<file path="src/rtl/mult_controller_if.sv">
// mult_controller_if: controller/datapath handshake bundle; abort signal present when MULT_CTRL_ABORT_EN is defined
interface mult_controller_if #(parameter int WIDTH = 4);
   localparam int CW = $clog2(WIDTH + 1);
   logic          start;
   logic          q0;
   logic          ld_regs;
   logic          add_en;
   logic          shift_en;
   logic          busy;
   logic          done;
   logic [CW-1:0] bit_cnt;
`ifdef MULT_CTRL_ABORT_EN
   logic          abort;
   modport master (output start, q0, abort, input ld_regs, add_en, shift_en, busy, done, bit_cnt);
   modport slave (input start, q0, abort, output ld_regs, add_en, shift_en, busy, done, bit_cnt);
`else
   modport master (output start, q0, input ld_regs, add_en, shift_en, busy, done, bit_cnt);
   modport slave (input start, q0, output ld_regs, add_en, shift_en, busy, done, bit_cnt);
`endif
endinterface

</file>
<file path="src/rtl/mult_controller.sv">
// mult_controller: shift-add multiplier control FSM; optional abort input enabled by MULT_CTRL_ABORT_EN
module mult_controller #(
   parameter int WIDTH = 4
) (
   input  logic             i_clk,
   input  logic             i_rst_n,
   mult_controller_if.slave bus
);
   localparam int CW = $clog2(WIDTH + 1);
   localparam logic [CW-1:0] LAST = CW'(WIDTH - 1);

   typedef enum logic [2:0] {IDLE, LOAD, TEST, ADD, SHIFT, DONE} state_t;

   state_t        r_state;
   state_t        w_next;
   logic [CW-1:0] r_bit_cnt;

   // State register and iteration counter; counter advances on leaving SHIFT, clears on entering IDLE
   always_ff @(posedge i_clk or negedge i_rst_n) begin
      if (!i_rst_n) begin
         r_state   <= IDLE;
         r_bit_cnt <= '0;
      end else begin
         r_state   <= w_next;
         r_bit_cnt <= (w_next == IDLE) ? '0 : (r_state == SHIFT) ? r_bit_cnt + 1'b1 : r_bit_cnt;
      end
   end

   // Next-state logic plus Moore output decode from the state register only
   always_comb begin
      w_next = r_state;
      case (r_state)
         IDLE:    w_next = bus.start ? LOAD : IDLE;
         LOAD:    w_next = TEST;
         TEST:    w_next = bus.q0 ? ADD : SHIFT;
         ADD:     w_next = SHIFT;
         SHIFT:   w_next = (r_bit_cnt == LAST) ? DONE : TEST;
         DONE:    w_next = IDLE;
         default: w_next = IDLE;
      endcase
`ifdef MULT_CTRL_ABORT_EN
      if (bus.abort && r_state != IDLE) w_next = IDLE;
`endif
      bus.ld_regs  = (r_state == LOAD);
      bus.add_en   = (r_state == ADD);
      bus.shift_en = (r_state == SHIFT);
      bus.busy     = (r_state != IDLE);
      bus.done     = (r_state == DONE);
      bus.bit_cnt  = r_bit_cnt;
   end
endmodule

</file>
<file path="src/flat_wrapper.sv">
// flat-port wrapper written by rule: the top's interface ports become plain ports
module mult_controller_flat 
#(
   parameter int WIDTH = 4
)
  (i_clk, i_rst_n, bus_start, bus_q0, bus_ld_regs, bus_add_en, bus_shift_en, bus_busy, bus_done, bus_bit_cnt);
  mult_controller_if #(.WIDTH(WIDTH)) bus_i ();
  input  logic i_clk;
  input  logic i_rst_n;
  input wire logic [$bits(bus_i.start)-1:0] bus_start;
  input wire logic [$bits(bus_i.q0)-1:0] bus_q0;
  output wire logic [$bits(bus_i.ld_regs)-1:0] bus_ld_regs;
  output wire logic [$bits(bus_i.add_en)-1:0] bus_add_en;
  output wire logic [$bits(bus_i.shift_en)-1:0] bus_shift_en;
  output wire logic [$bits(bus_i.busy)-1:0] bus_busy;
  output wire logic [$bits(bus_i.done)-1:0] bus_done;
  output wire logic [$bits(bus_i.bit_cnt)-1:0] bus_bit_cnt;
  assign bus_i.start = bus_start;
  assign bus_i.q0 = bus_q0;
  assign bus_ld_regs = bus_i.ld_regs;
  assign bus_add_en = bus_i.add_en;
  assign bus_shift_en = bus_i.shift_en;
  assign bus_busy = bus_i.busy;
  assign bus_done = bus_i.done;
  assign bus_bit_cnt = bus_i.bit_cnt;
  mult_controller #(.WIDTH(WIDTH)) u_core (.i_clk(i_clk), .i_rst_n(i_rst_n), .bus(bus_i));
endmodule
</file>
<file path="config.mk">
export PLATFORM = sky130hd
export DESIGN_NAME = mult_controller_flat
export DESIGN_NICKNAME = d
export VERILOG_FILES = /design/src/rtl/mult_controller_if.sv /design/src/rtl/mult_controller.sv /design/src/flat_wrapper.sv
export SDC_FILE = /design/constraint.sdc
export NUM_CORES = 1
export LEC_CHECK = 0
export BUFFER_PORTS_ARGS = -buffer_cell sky130_fd_sc_hd__buf_4
export CORE_AREA = 2 2 39 41
export CTS_BUF_LIST = sky130_fd_sc_hd__clkbuf_16
export CTS_CLUSTER_DIAMETER = 40
export DETAILED_ROUTE_END_ITERATION = 10
export DIE_AREA = 0 0 41 43
export HOLD_SLACK_MARGIN = 0.02
export PLACE_DENSITY_LB_ADDON = 0.3
export SYNTH_ARGS = -nofsm -noshare
export SYNTH_HDL_FRONTEND = slang
export SYNTH_SLANG_ARGS = --single-unit
</file>
<file path="constraint.sdc">
create_clock -name i_clk -period 1.3 [get_ports i_clk]
set_input_delay 0.325 -clock i_clk [delete_from_list [all_inputs] [get_ports i_clk]]
set_output_delay 0.325 -clock i_clk [all_outputs]
set_load 0.01 [all_outputs]
</file>
Word-level counts from Yosys, hierarchy flattened
Cells that the tools add are included.

Add/sub/neg operators: 1. Equal/unequal tests: 6. Reduce and logical (&&, ||, !) cells: 4. Muxes and demuxes: 6.

Operators by type and width (number): 3-bit case mux with 5 select lines (1); 3-bit two-way mux (4); 3-bit by 2-bit == test with 1-bit output (second input constant) (3); 3-bit == test (second input constant) (2); 3-bit zero test (2); 3-bit by 1-bit adder with 3-bit output (second input constant) (1); 3-bit by 1-bit == test with 1-bit output (second input constant) (1); 3-bit nonzero test (1); 2-bit nonzero test (1); 1-bit two-way mux (1).

Word-level logic and storage cells: 19. Output and inout bits: 8. Flip-flop bits (word level): 6. Input port bits: 4.

Logic depth before layout (Yosys ltp)
Gate-level depths: netlist of run 1.

Depth in word-level cells: 5. Depth in mapped cells: 4. Depth with buffers taken out: 4.

Worst setup path after synthesis of run 1
Ideal clock, no wire load.

Path type: register -> output. Start: reg u_core.r_state[2]. End: out bus_done. Buffers on the path: 1. Data required time: 975 ps. Stages on the path, launching flop included: 4. Data arrival time: 898 ps. Path slack: 77 ps. Cell sequence: dfrtp_1 clkbuf_2 inv_1 nor3b_1.

Cells in the longest elaborated chain, start to end: 1.

RTL lines: start, declared (line mult_controller.sv:14) `state_t r_state;`; start signal, assigned (line mult_controller.sv:24) `r_state <= w_next;`; 3-bit == test (line mult_controller.sv:48) `bus.done = (r_state == DONE);`; end, declared (line flat_wrapper.sv:16) `output wire logic [$bits(bus_i.done)-1:0] bus_done;`.

Every way passes these cells.

Worst setup path in the final report of run 1
Start: reg u_core.r_state[1]. End: out bus_busy.

Cells in the longest elaborated chain, start to end: 1.

RTL lines: 3-bit nonzero test (line mult_controller.sv:47) `bus.busy = (r_state != IDLE);`; end, declared (line flat_wrapper.sv:15) `output wire logic [$bits(bus_i.busy)-1:0] bus_busy;`.

Every way passes these cells.

==> results.ini, run 1 <==
[placement]
place_inst = 68
dpl.hpwl_um = 634
io_buffers = 11
routabilityCongestion = 0.695

[sta]
finalHoldViolCount = 0
fin_crit_sh = 1.15
setup_viol = 5
max-slew-margin-rel = 0.869
tightest_slew_ns = 0.197
rsz0062_at_grt = true
clock_skew_ns = 0.00230
drv_slew = 0
fmax_mhz = 667
fin_crit_ns = 1.50
fin_ws_ns = -0.200

[status]
violations = setup timing
status = finished with violations

[power]
leakage_nw = 0.288
power.total_mw = 1.50
p_per_area_mw_per_mm2 = 2460
peakVddDrop_uv = 800

[grt]
antenna_found_initial = 0
grt_start_max_net_pins = 9
overflow = 0
grt_use_total = 0.133
grt_first_pass_wirelength_um = 1460
grt_pass1_vias = 359

[critical_path]
critPathLaunchType = flop
slowest_stage = dfrtp_2
required_ns = 0.98
crit_fanout = 7
worstPathCellList = or3_4, buf_6
cp.arrival_ns = 1.18
endpoint_kind = primary output
max_stage_delay_ns = 0.44
worstSetupPathType = reg2out

[floorplanning]
die-width_um = 41
coreArea_mm2 = 0.00138
die_height_um = 43
initial_core_util = 0.251
dieArea_mm2 = 0.00176
io_pins = 12
row_count = 14

[synthesis]
synth_most_common_cell = dfrtp_1
synth.distinct_cells = 19
synth_warnings = 0
synth_ff_type = dfrtp_1
synth_area_um2 = 348
netlist.area_leader.share = 0.432
synth_edf_count = 0
yosysSeqAreaShare = 0.432
ys_ff_latch = 6
async_flop_share = 1.00
syn-num-nets = 44
syn_area_per_cell_um2 = 9.15
synthTopCellsByArea = dfrtp_1 43%, ha_1 7.2%, o21ai_0 5.8%
synthTopCellsByCount = 6 x dfrtp_1, 5 x nand2_1, 4 x o21ai_0
synthCells = 38
synth_top_area_cell = dfrtp_1

[clock_network]
cts_inserted_buffers = 3
clk_path_buf_depth = 2
clk_pin_slew_ns = 0.03
cts_tree = built
clkSinkCount = 6
htreeDepth = 1
clock_latency_ns = 0.23
clk_root_buffer_cell = clkbuf_16

[drt]
num_vias = 345
wl_per_cell_um = 11.5
vias_per_cell = 4.60
antenna_left = 0
drc = 0
drtPass1Iterations = 2
routed_wl_um = 863
drtIter0Drc = 4

[layout]
fin_cells = 75
antennaDiodeCount = 0
drive_above_1_share = 0.508
syn2layout_area_growth_pct = 74.8
finalNetCount = 67

[min_path]
min_path_type = in2async

[job]
max-cap-violations = 0

## worst paths after layout
path,from,to,slack (ns),cells after the start
worst max-delay path,u_core.r_state[1],bus_busy,-0.20,2
worst min-delay path,i_rst_n,u_core.bus.bit_cnt[0],0.45,2
worst max register to register,u_core.r_state[1],u_core.bus.bit_cnt[2],0.05,2
worst min register to register,u_core.bus.bit_cnt[2],u_core.bus.bit_cnt[2],0.55,1
max in group asynchronous,i_rst_n,u_core.r_state[2],0.72,2
min in group i_clk,bus_q0,u_core.r_state[2],0.48,3
## cell usage in the layout, fill, tap and decap left out, types with 2 or more instances in the layout
master,count
nor2_1,2
dfrtp_2,3
nand3b_1,2
nor3b_2,3
ha_1,2
o21ai_0,4
buf_4,18
inv_1,3
nand2_1,5
clkbuf_16,3
dfrtp_1,3
## worst max-delay path: cells and delay by family (launching register included)
kind / cells / cell delay [ns]
buffers and inverters: 1 / 0.13
flip-flops: 1 / 0.44
AND/OR/NAND/NOR: 1 / 0.38
## power breakdown
part / internal (mW) / switching [mW] / total (mW)
Clock: 0.395 / 0.101 / 0.496
Combinational: 0.380 / 0.262 / 0.642
Sequential: 0.262 / 0.0966 / 0.358
Total: 1.04 / 0.460 / 1.50
## sequential cells by signal, summed over array words and instances (netlist names)
| signal | flops |
|---|---|
| u_core.bus.bit_cnt | 3 |
| u_core.r_state | 3 |
## stage by stage
step | hold slack, ns | setup slack [ns] | setup TNS [ns] | instance area, um2 | util
finish | 0.446 | -0.200 | -0.661 | 608 | 0.439
global route | 0.480 | -0.223 | -0.881 | 608 | 0.439
detailed placement | 0.140 | -0.0156 | -0.0156 | 478 | 0.345
floorplan | 0.0294 | 0.0771 | 0 | 348 | -
CTS | 0.446 | -0.208 | -0.763 | 597 | 0.431
global placement | 0.140 | 0.0188 | 0 | 478 | 0.345
## layer usage
layer	GRT usage	vias up	wire, um
met1	0.172	158	408
met4	0.120	0	12
met3	0.0471	2	45
met2	0.163	10	398
met5	0	-	0
li1	-	175	-
## layout make-up
type / count / area (um2)
tap: 16 / 20.0
sequential: 6 / 154
inverter: 3 / 11.3
clock buffer: 3 / 75.1
multi-input combinational: 27 / 191
fill: 139 / 776
timing repair buffer: 20 / 156
## cell families (layout without fill, tap and decap cells)
logic type	Yosys count	after routing	synth area share
and+or+nand+nor	17	17	0.284
muxes	1	1	0.0324
buffers and inverters	5	26	0.0611
DFF	6	6	0.432
adders and majority gates	2	2	0.0719
AOI/OAI and AO/OA	7	7	0.119
## what timing repair did
| item | 4_1_cts | 5_1_grt |
|---|---|---|
| buffers inserted | 3 | 0 |
| setup endpoints to repair | 5 | 5 |
| resized for setup | 4 | 3 |
| hold buffers | 1 | 0 |
| endpoints found under the hold margin | 6 | 0 |
Note: power is estimated with default switching activity, not from simulation.
==> run 2, diff against run 1 <==
Settings changed: BUFFER_PORTS_ARGS -buffer_cell sky130_fd_sc_hd__buf_4 to -buffer_cell sky130_fd_sc_hd__buf_2, MAX_ROUTING_LAYER from default to met4.
Clock period 1.3 ns to 1.38 ns, I/O delays scaled along.
==> results.ini, run 2 (synthesized netlist as in run 1, its figures left out) <==
[floorplanning]
die_height_um = 43
dieArea_mm2 = 0.00176
die-width_um = 41
coreArea_mm2 = 0.00138
io_pins = 12
row_count = 14
initial_core_util = 0.251

[layout]
design_area_um2 = 563
register_area_um2 = 153
final_cell_mix = 10 x buf_2, 5 x nand2_1, 4 x o21ai_0, 4 x buf_4, 4 x dfrtp_1
drive_above_1_share = 0.464
multi_input_area_um2 = 191
fillers = 149
antennaDiodeCount = 0
finalNetCount = 64
syn2layout_area_growth_pct = 61.9
layout_commonest_cell = buf_2
fin_cells = 72

[critical_path]
critical_path_buf_inv_count = 1
critPathLaunchType = flop
worstSetupPathType = reg2out
cp_top_family = flip-flops
cp.arrival_ns = 1.18
max_stage_delay_ns = 0.42
required_ns = 1.03
crit_fanout = 6
slowest_stage = dfrtp_1
worstPathCellList = or3_1, buf_2
endpoint_kind = primary output

[placement]
dpl.hpwl_um = 596
pre_cts_ws_ns = 0.105
routabilityCongestion = 0.754
placed_cell_area_um2 = 435
place_inst = 66
io_buffers = 11

[clock_network]
clk_path_buf_depth = 2
clkSinkCount = 6
htreeDepth = 1
clk_root_buffer_cell = clkbuf_16
cts_inserted_buffers = 3
cts_tree = built
clock_latency_ns = 0.23
clk_pin_slew_ns = 0.04

[sta]
tightest_slew_ns = 0.211
fin_ws_ns = -0.143
tns_ns = -0.324
finalHoldViolCount = 0
fin_crit_sh = 1.10
fmax_mhz = 657
clock_skew_ns = 0.00403
max-slew-margin-rel = 0.859
setup_viol = 4
drv_slew = 0
hold_slack_ns = 0.465
fin_crit_ns = 1.52
rsz0062_at_grt = true

[drt]
antenna_left = 0
drc = 0
drtPass1Iterations = 3
num_vias = 342
vias_per_cell = 4.75
drtIter0Drc = 5
routed_wl_um = 834
wl_per_cell_um = 11.6

[grt]
grt_first_pass_wirelength_um = 1280
grt_pass1_vias = 313
overflow = 0
grt_use_total = 0.126
grt_start_max_net_pins = 10
antenna_found_initial = 0

[power]
leakage_nw = 0.268
peakVddDrop_uv = 786
p_per_area_mw_per_mm2 = 2310

[status]
violations = setup timing
status = finished with violations

[min_path]
min_path_type = in2async

[job]
max-cap-violations = 0

==> run 2: final cells by class <==
| type | instances | area share |
|---|---|---|
| inverter | 3 | 0.0200 |
| tap | 16 | 0.0356 |
| timing repair buffer | 17 | 0.200 |
| multi-input combinational | 27 | 0.340 |
| sequential | 6 | 0.271 |
| clock buffer | 3 | 0.133 |
==> run 2: where the power goes <==
group	switching, mW	internal [mW]
logic	0.229	0.262
clock network	0.0971	0.372
registers	0.0961	0.244
==> run 2: routing by layer <==
| layer | vias to the layer above | global-route usage | part of all wire |
|---|---|---|---|
| li1 | 170 | - | - |
| met1 | 156 | 0.124 | 0.42 |
| met2 | 12 | 0.159 | 0.46 |
| met3 | 4 | 0.0471 | 0.060 |
| met4 | 0 | 0.160 | 0.058 |
| met5 | - | - | 0 |
==> run 2: final timing paths <==
| check | from | end | slack, ns | depth (start not counted) |
|---|---|---|---|---|
| max in group asynchronous | i_rst_n | u_core.r_state[0] | 0.75 | 2 |
| hold / removal | i_rst_n | u_core.bus.bit_cnt[1] | 0.47 | 2 |
| hold reg to reg | u_core.r_state[0] | u_core.r_state[0] | 0.53 | 1 |
| min in group i_clk | bus_q0 | u_core.r_state[2] | 0.49 | 3 |
| setup / recovery | u_core.r_state[2] | bus_busy | -0.14 | 2 |
| setup reg to reg | u_core.r_state[1] | u_core.bus.bit_cnt[2] | 0.11 | 2 |
==> run 2: stage by stage <==
| step | total power [mW] | util |
|---|---|---|
| after floorplan | 0.575 | - |
| after global placement | 0.749 | 0.315 |
| after detailed placement | 0.747 | 0.315 |
| after CTS | 1.24 | 0.385 |
| after global routing | 1.38 | 0.407 |
| final | 1.30 | 0.407 |
==> run 2: what timing repair did <==
action,4_1_cts,5_1_grt
buffers inserted,1,1
hold buffers,1,0
endpoints found under the hold margin,6,0
setup endpoints to repair,5,5
pin swaps,1,0
gates resized for setup,1,6
